### src/rtl/sn_stream_gen.sv
// sn_stream_gen: parallel bipolar stochastic-number stream generator.
// Each lane turns a 4-bit signed value into a bitstream whose ones density over
// every 16-cycle period equals (x+8)/16. Lanes use rotated bit-reversed
// counters so that they stay decorrelated.
module sn_stream_gen #(
    parameter int unsigned LANES = 4,
    parameter int unsigned PW    = 3
) (
    input  logic                  i_clk_ssg,
    input  logic                  i_rst_n_ssg,
    input  logic                  i_start_ssg,
    input  logic [LANES-1:0][3:0] i_x_ssg,
    input  logic [PW-1:0]         i_per_ssg,
    input  logic                  i_stall_ssg,
    input  logic                  i_abort_ssg,
    output logic [LANES-1:0]      o_sn_bit_ssg,
    output logic                  o_valid_ssg,
    output logic                  o_busy_ssg,
    output logic                  o_done_ssg
);

    localparam int unsigned TW = 4 + PW;

    typedef enum logic [1:0] {
        StIdle,
        StStream,
        StDone
    } state_e;

    state_e                r_state;
    logic [LANES-1:0][3:0] r_x;
    logic [PW-1:0]         r_per;
    logic [TW-1:0]         r_t;

    logic [TW-1:0]         w_t_last;
    logic [TW-1:0]         w_t_next;
    logic [LANES-1:0]      w_bits_start;
    logic [LANES-1:0]      w_bits_next;

    // Compare each lane's offset-binary value against its bit-reversed counter.
    function automatic logic [LANES-1:0] sn_bits(input logic [LANES-1:0][3:0] x,
                                                 input logic [3:0] c);
        logic [LANES-1:0] bits;
        logic [3:0]       u;
        logic [3:0]       off;
        logic [3:0]       s;
        logic [3:0]       r;
        bits = '0;
        for (int k = 0; k < int'(LANES); k++) begin
            u       = {~x[k][3], x[k][2:0]};
            off     = 4'((k % 4) * 4);
            s       = c + off;
            r       = {s[0], s[1], s[2], s[3]};
            bits[k] = (r < u);
        end
        return bits;
    endfunction

    // Index of the final bit: 16*(P+1)-1 is simply P followed by four ones.
    always_comb begin
        w_t_last     = {r_per, 4'hF};
        w_t_next     = r_t + 1'b1;
        w_bits_start = sn_bits(i_x_ssg, 4'd0);
        w_bits_next  = sn_bits(r_x, w_t_next[3:0]);
    end

    // FSM with registered outputs; r_t is the index of the bit currently presented.
    always_ff @(posedge i_clk_ssg or negedge i_rst_n_ssg) begin
        if (!i_rst_n_ssg) begin
            r_state      <= StIdle;
            r_x          <= '0;
            r_per        <= '0;
            r_t          <= '0;
            o_sn_bit_ssg <= '0;
            o_valid_ssg  <= 1'b0;
            o_busy_ssg   <= 1'b0;
            o_done_ssg   <= 1'b0;
        end else begin
            case (r_state)
                StIdle: begin
                    o_valid_ssg <= 1'b0;
                    o_done_ssg  <= 1'b0;
                    // Abort is ignored here, so start wins when both are high.
                    if (i_start_ssg) begin
                        r_x          <= i_x_ssg;
                        r_per        <= i_per_ssg;
                        r_t          <= '0;
                        r_state      <= StStream;
                        o_busy_ssg   <= 1'b1;
                        o_valid_ssg  <= 1'b1;
                        o_sn_bit_ssg <= w_bits_start;
                    end
                end
                StStream: begin
                    if (i_abort_ssg) begin
                        r_state      <= StIdle;
                        o_busy_ssg   <= 1'b0;
                        o_valid_ssg  <= 1'b0;
                        o_done_ssg   <= 1'b0;
                        o_sn_bit_ssg <= '0;
                    end else if (i_stall_ssg) begin
                        o_valid_ssg <= 1'b0;
                    end else if (r_t == w_t_last) begin
                        r_state      <= StDone;
                        o_valid_ssg  <= 1'b0;
                        o_done_ssg   <= 1'b1;
                        o_sn_bit_ssg <= '0;
                    end else begin
                        r_t          <= w_t_next;
                        o_valid_ssg  <= 1'b1;
                        o_sn_bit_ssg <= w_bits_next;
                    end
                end
                StDone: begin
                    r_state     <= StIdle;
                    o_busy_ssg  <= 1'b0;
                    o_valid_ssg <= 1'b0;
                    o_done_ssg  <= 1'b0;
                end
                default: begin
                    r_state     <= StIdle;
                    o_busy_ssg  <= 1'b0;
                    o_valid_ssg <= 1'b0;
                    o_done_ssg  <= 1'b0;
                end
            endcase
        end
    end

endmodule
### config.mk
export PLATFORM = sky130hd
export DESIGN_NAME = sn_stream_gen
export DESIGN_NICKNAME = d
export VERILOG_FILES = /design/src/rtl/sn_stream_gen.sv
export SDC_FILE = /design/constraint.sdc
export NUM_CORES = 1
export LEC_CHECK = 0
export CAP_MARGIN = 5
export CORE_MARGIN = 1.5
export CORE_UTILIZATION = 50
export CTS_BUF_LIST = sky130_fd_sc_hd__clkbuf_2 sky130_fd_sc_hd__clkbuf_4 sky130_fd_sc_hd__clkbuf_8
export DETAILED_ROUTE_END_ITERATION = 8
export HOLD_SLACK_MARGIN = 0.06
export PLACE_DENSITY_LB_ADDON = 0.1
export SLEW_MARGIN = 20
export SYNTH_ARGS = -nofsm -noshare
export SYNTH_HDL_FRONTEND = slang
export SYNTH_SLANG_ARGS = --single-unit
### constraint.sdc
create_clock -name i_clk_ssg -period 2.91 [get_ports i_clk_ssg]
set_input_delay 0.582 -clock i_clk_ssg [delete_from_list [all_inputs] [get_ports i_clk_ssg]]
set_output_delay 0.582 -clock i_clk_ssg [all_outputs]
set_load 0.01 [all_outputs]
==> summary.txt, run 1 <==
RUN STATUS
------------------------------------------------------------------------------------------
Status                                                                        finished clean

CLOCKING
------------------------------------------------------------------------------------------
CTS root buf                                                                      clkbuf_8
CTS tree                                                                             built
Count of instances resized after the clock tree is built                                 0
Clock-pin slew of the registers on the worst-case setup and hold paths             0.06 ns
CTS sink cnt                                                                            35
Clock insertion delay at the later pin of the skew report                          0.29 ns
CTS max path bufs                                                                        2
TritonCTS buffer count                                                                   5
Htree depth                                                                              2
Setup bufs post-CTS                                                                      0
Number of hold buffers added after CTS                                                   0

STA
------------------------------------------------------------------------------------------
Hold Vio Cnt, Final                                                                      0
RSZ-0062 raised after global routing                                                    no
Final-layout setup total negative slack                                               0 ns
Share of the clock period used by the worst path after layout                        80.7%
Setup Skew                                                                      0.00471 ns
Max-Slew Margin vs Limit                                                             60.0%
Maximum clock frequency                                                            426 MHz
Min Clock Period, post-route                                                       2.35 ns
Worst slew pin tran                                                               0.600 ns
Final number of setup-violating endpoints                                                0
Final number of max-transition violations                                                0

YOSYS
------------------------------------------------------------------------------------------
Largest area contributor in the netlist                                            dfrtp_1
Compound-Gate Fraction of Synth Area                                                 15.1%
Number of enable flip-flop cells after synthesis                                         0
Total of warnings raised by yosys                                                        0
Cell types occupying the most area after synthesis                            dfrtp_1 44%, nand2_1 8.5%, ha_1 8.2%
Number of cells produced by synthesis                                                  213
Post-synthesis cell area                                                          1980 um2
Post-Synth XOR/XNOR Area                                                             2.22%
Post-synthesis net count                                                               250
#FFs+latches synth                                                                      35
Synth Area in Simple Gates                                                           22.7%
Main combinational cell family by area after synthesis                        simple AND/OR/NAND/NOR gates
Avg Cell Area, Syn                                                                9.28 um2
Share of synthesized cell area in full adder, half adder and majority cells          8.23%
Fraction of registers with async set/reset                                            100%
Share of synthesized area spent on multiplexers                                      3.04%
Area share of the largest cell type after synthesis                                  44.3%
Number of unique standard cell types used by synthesis                                  45
Top flip-flop cell by instance count after synthesis                               dfrtp_1
Post-synthesis sequential area ratio                                                 44.3%

ROUTE
------------------------------------------------------------------------------------------
Antenna Violating Nets Remaining                                                         0
Average detailed-routed wire length per instance                                   14.0 um
Final wirelength                                                                   4.13 mm
Router iterations before antenna repair                                                  4
Post-detailed-route via-to-cell ratio                                                 5.33
Number of vias in the routed layout                                                  1,572
DRC Markers                                                                              0
Iteration-0 DRC Markers                                                                 52

SETUP PATH
------------------------------------------------------------------------------------------
Worst setup path endpoint                                                     o_sn_bit_ssg[2]
Endpoint class of the critical path                                               register
Maximum fanout count along the critical path                                             5
Logic depth of the worst register-to-register path                                       8
Startpoint kind of the worst setup timing path                                    register
Required time of the critical path                                                 3.12 ns
Setup Crit Path Kind                                                               reg2reg
CP arrival                                                                         2.56 ns
Worst reg2reg startpoint                                                            r_t[0]
Setup crit start                                                                    r_t[0]
Terminus of the critical flop-to-flop path                                    o_sn_bit_ssg[2]
Reg-to-reg setup timing slack                                                      0.56 ns

GLOBAL ROUTE
------------------------------------------------------------------------------------------
Pin count of the biggest net entering global routing                                    36
Global-route wire length before repair                                             7.29 mm
Sum of overflow across all layers after global routing                                   0
Antenna violations before repair                                                         0
GRT Total Usage                                                                      22.5%
Vias in the first global route                                                       1,567

FINAL LAYOUT
------------------------------------------------------------------------------------------
Final antenna diode count                                                                0
Design area                                                                       2410 um2
Most common library cell in the layout ignoring fill and taps                      nand2_1
Synthesis-to-layout area growth                                                      22.0%
Highest-count cells in the layout ignoring fill and taps                      45 x nand2_1, 35 x dfrtp_1, 30 x clkdlybuf4s50_1
Fraction of layout cells with a size suffix above 1                                  7.29%
Final net count                                                                        285

PLACE
------------------------------------------------------------------------------------------
Cell area after placement                                                         2330 um2
# port buffers                                                                          30
Gp weighted congestion                                                               0.817
HPWL reported at the end of detailed placement                                     2.97 mm

PWR
------------------------------------------------------------------------------------------
Leak                                                                               1.12 nW
Cell Pwr Density                                                                888 nW/um2
Worst IR Drop VDD                                                                   507 uV

FLOORPLAN
------------------------------------------------------------------------------------------
Row Count                                                                               22
Core area                                                                         3720 um2
Die footprint                                                                     4340 um2
Starting density of the core                                                         53.2%
Die X                                                                              65.9 um
Die height                                                                         65.9 um
Number of top-level pins                                                                31

MIN PATH
------------------------------------------------------------------------------------------
Cells on Worst Hold Path                                                                 2
Tightest Hold Check Type                                                           reg2reg

FLOW RUN
------------------------------------------------------------------------------------------
Max Cap Viol                                                                             0

==> report_power, final <==
group / internal [W] / switching (W) / leakage (nW)
Sequential: 0.000682 / 0.000117 / 0.440
Clock: 0.000169 / 0.000159 / 0.0406
Combinational: 0.000482 / 0.000532 / 0.638
Total: 0.00133 / 0.000809 / 1.12
==> cell families (layout without fill, tap and decap cells) <==
logic type / Yosys count / count (layout)
AND/OR/NAND/NOR: 92 / 92
AO/OA/AOI/OAI: 40 / 40
flip-flops: 35 / 35
buffers and inverters: 22 / 56
adder cells (fa/ha/maj): 13 / 13
multiplexers: 6 / 6
XOR/XNOR: 5 / 5
==> state kept, by name, summed over array words and instances, names as in the netlist <==
signal        count
r_x              16
r_t               7
o_sn_bit_ssg      4
r_per             3
r_state           2
o_busy_ssg        1
o_done_ssg        1
o_valid_ssg       1
==> worst max-delay path, cell delays in order, from the launching register on <==
cell     delay [ns]
dfrtp_1        0.41
ha_1           0.26
nor2b_1        0.16
or2_2          0.30
ha_1           0.30
nor2b_1        0.14
o21a_1         0.16
o41a_1         0.40
o21ai_1        0.14
==> metal layers <==
layer  vias to the layer above  part of all wire (%)  global-route usage [%]
met2                        30                    46                    35.6
met4                         0                   1.5                    8.85
met1                       740                    48                    29.8
li1                        795                     -                       -
met3                         7                   4.6                    5.11
met5                         -                     0                       0
==> cell usage after synthesis, types with 2 or more instances <==
library cell,n
o21a_1,2
o21ai_1,5
nand3b_1,2
inv_1,17
a21oi_1,5
dfrtp_1,35
nand3_1,9
o211ai_1,2
nand2b_1,5
a31o_2,2
a31oi_1,2
and3_1,4
nor2_1,11
clkbuf_1,2
o21ai_0,11
xnor2_1,5
nor3b_1,3
mux2i_1,6
nor2b_1,3
nand2_1,45
ha_1,13
==> area by class of cell <==
cell class	instances	area, um2
tap	48	60.1
multi-input combinational	156	1010
sequential	35	876
clock buffer	6	76.3
timing repair buffer	33	323
fill	307	1310
inverter	17	63.8
==> worst min path at each step <==
stage                start          to  slack (ns)
3_5_place_dp        r_x[3]      r_x[3]        0.48
2_1_floorplan  i_rst_n_ssg  o_busy_ssg        0.29
3_3_place_gp        r_x[7]      r_x[7]        0.47
5_1_grt         o_done_ssg  o_done_ssg        0.51
6_report            r_x[3]      r_x[3]        0.49
4_1_cts             r_x[3]      r_x[3]        0.50
==> stage by stage <==
step / hold WS, ns / std cells / power, W / util [%] / setup slack, ns
after floorplan: 0.286 / 213 / 0.00150 / - / 0.700
after global placement: 0.470 / 289 / 0.00180 / 62.8 / 0.650
after detailed placement: 0.478 / 289 / 0.00183 / 62.8 / 0.584
after CTS: 0.497 / 295 / 0.00216 / 64.9 / 0.551
after global routing: 0.514 / 295 / 0.00237 / 64.9 / 0.419
final: 0.490 / 295 / 0.00214 / 64.9 / 0.561
Power figures use the tool's default switching activity.
==> inputs of run 2 (changes only) <==
==> constraint.sdc (replaced) <==
create_clock -name i_clk_ssg -period 2.2 [get_ports i_clk_ssg]
set_input_delay 0.44 -clock i_clk_ssg [delete_from_list [all_inputs] [get_ports i_clk_ssg]]
set_output_delay 0.44 -clock i_clk_ssg [all_outputs]
set_load 0.01 [all_outputs]
==> run 2 against run 1 <==
Net effect:
- register-to-register slack got worse by 0.41 ns
- clock power rose by 38%
- non-clock buffer count rose by 7
- die area did not move
- fmax rose by 15%
- sequential share of layout area fell by 1.1 points
- critical path type unchanged
==> summary.txt, run 2 (same netlist as run 1, synthesis figures left out) <==
RUN STATUS
-------------------------------------------------------------------------------------
Status                                                                   finished clean

ROUTE
-------------------------------------------------------------------------------------
DRC Markers                                                                         0
Antenna Violating Nets Remaining                                                    0
Iteration-0 DRC Markers                                                            60
Post-detailed-route via-to-cell ratio                                            5.24
Average detailed-routed wire length per instance                              13.4 um
Final wirelength                                                              4.08 mm
Met1 Wirelength                                                               2.00 mm
Router iterations before antenna repair                                             4
Top Layer Used                                                                   met4
Amount of wire on met3 after detailed routing                                  195 um
Number of vias in the routed layout                                             1,592
Metal2 WL                                                                     1.82 mm

PWR
-------------------------------------------------------------------------------------
Cell Pwr Density                                                          1180 nW/um2
Worst IR Drop VDD                                                              615 uV
Leak                                                                          1.16 nW
Total design power                                                          0.00293 W

STA
-------------------------------------------------------------------------------------
Final number of setup-violating endpoints                                           0
Maximum clock frequency                                                       489 MHz
Setup Skew                                                                 0.00505 ns
Final number of max-transition violations                                           0
Final hold slack                                                             0.489 ns
Final-layout setup total negative slack                                          0 ns
RSZ-0062 raised after global routing                                               no
Max-Slew Margin vs Limit                                                        68.5%
Worst slew pin tran                                                          0.471 ns
Share of the clock period used by the worst path after layout                   93.0%
Hold Vio Cnt, Final                                                                 0
Min Clock Period, post-route                                                  2.05 ns

FINAL LAYOUT
-------------------------------------------------------------------------------------
Synthesis-to-layout area growth                                                 26.0%
Highest-count cells in the layout ignoring fill and taps                 45 x nand2_1, 35 x dfrtp_1, 30 x clkdlybuf4s50_1
Fill count                                                                        319
Number of flip-flops in the largest register                                       16
Design area                                                                  2490 um2
Fraction of layout cells with a size suffix above 1                             11.3%
Largest registers                                                        r_x (16), r_t (7), o_sn_bit_ssg (4)
Final core utilization                                                          67.0%
Register with the most flip-flops                                                 r_x
Most common library cell in the layout ignoring fill and taps                 nand2_1
Final antenna diode count                                                           0
Final net count                                                                   292

CLOCKING
-------------------------------------------------------------------------------------
CTS tree                                                                        built
CTS root buf                                                                 clkbuf_8
Htree depth                                                                         2
Clock-pin slew of the registers on the worst-case setup and hold paths        0.07 ns
Setup bufs post-CTS                                                                 0
CTS sink cnt                                                                       35
CTS max path bufs                                                                   2
Clock insertion delay at the later pin of the skew report                     0.29 ns
TritonCTS buffer count                                                              5

SETUP PATH
-------------------------------------------------------------------------------------
CP most frequent cell                                                         nor2b_1
Setup crit start                                                               r_t[0]
Reg-to-reg setup timing slack                                                 0.15 ns
Highest-delay cell along the critical path                                    dfrtp_1
Worst-path cell chain                                                    ha_2 > nor2b_1 > or2_4 > ha_4 > nor2b_1 > o21a_1 > o41a_1 > o21ai_1
Required time of the critical path                                            2.42 ns
CP arrival                                                                    2.26 ns
Biggest cell delay along the critical path                                    0.39 ns
Startpoint kind of the worst setup timing path                               register
Setup Crit Path Kind                                                          reg2reg
Worst reg2reg startpoint                                                       r_t[0]
Maximum fanout count along the critical path                                        3
Endpoint class of the critical path                                          register

GLOBAL ROUTE
-------------------------------------------------------------------------------------
GRT Total Usage                                                                 21.4%
Global-route wire length before repair                                        6.87 mm
Vias in the first global route                                                  1,475
Pin count of the biggest net entering global routing                               36
Sum of overflow across all layers after global routing                              0
Antenna violations before repair                                                    0

FLOW RUN
-------------------------------------------------------------------------------------
Max Cap Viol                                                                        0

MIN PATH
-------------------------------------------------------------------------------------
Worst Hold Launch                                                              r_x[8]
Tightest Hold Check Type                                                      reg2reg

PLACE
-------------------------------------------------------------------------------------
Gp weighted congestion                                                          0.820
HPWL reported at the end of detailed placement                                2.98 mm
# port buffers                                                                     30
Cell area after placement                                                    2390 um2

FLOORPLAN
-------------------------------------------------------------------------------------
Die footprint                                                                4340 um2
Starting density of the core                                                    53.2%
Die X                                                                         65.9 um
Core area                                                                    3720 um2
Number of top-level pins                                                           31
Row Count                                                                          22
Die height                                                                    65.9 um

==> run 2: timing repair <==
action                                  in CTS  in global routing
hold buffers                                 0                  0
endpoints found under the setup margin       0                  1
gates resized for setup                      0                  2
==> run 2: metrics by stage <==
step / cells / worst slack [ns]
final: 304 / 0.155
after floorplan: 213 / 0.0295
after global placement: 296 / 0.0615
after detailed placement: 296 / 0.0218
after CTS: 304 / 0.00169
after global routing: 304 / 0.0491
==> run 2: layout make-up <==
| type | instances | area (um2) | area share (%) |
|---|---|---|---|
| Clock buffer | 5 | 68.8 | 2.77 |
| Tap cell | 48 | 60.1 | 2.41 |
| Inverter | 17 | 63.8 | 2.56 |
| Sequential cell | 35 | 876 | 35.2 |
| Timing Repair Buffer | 40 | 375 | 15.1 |
| Clock inverter | 3 | 15.0 | 0.603 |
| Multi-Input combinational cell | 156 | 1030 | 41.4 |
==> run 2: per-layer routing <==
metal	global-route usage, %	up-vias
met5	0	-
met4	7.81	0
met3	5.62	5
met2	33.6	32
met1	28.3	743
li1	-	812
==> run 2: path summary, 6_finish.rpt <==
check | to | cells past startpoint
max in group asynchronous | r_x[8] | 2
setup / recovery | o_sn_bit_ssg[2] | 8
min in group asynchronous | r_x[1] | 2
hold / removal | r_x[8] | 2
setup reg to reg | o_sn_bit_ssg[2] | 8
hold reg to reg | r_x[8] | 2
==> run 2: power breakdown <==
group          internal, W  switching, W
logic             0.000700      0.000728
clock network     0.000216      0.000236
registers         0.000901      0.000146
total              0.00182       0.00111
==> run 2: worst max-delay path: cells and delay by family (launching register included) <==
family / cells / cell delay (ns)
adder cells (fa/ha/maj): 2 / 0.42
AND/OR/NAND/NOR: 3 / 0.49
flip-flops: 1 / 0.39
AO/OA/AOI/OAI: 3 / 0.67
==> inputs of run 3 (changes only) <==
--- a/config.mk
+++ b/config.mk
@@ -5,7 +5,6 @@
 export SDC_FILE = /design/constraint.sdc
 export NUM_CORES = 1
 export LEC_CHECK = 0
-export CAP_MARGIN = 5
 export CORE_MARGIN = 1.5
 export CORE_UTILIZATION = 50
 export CTS_BUF_LIST = sky130_fd_sc_hd__clkbuf_2 sky130_fd_sc_hd__clkbuf_4 sky130_fd_sc_hd__clkbuf_8
==> results of run 3 <==
Final layout, timing and power as in run 2 (identical DEF).
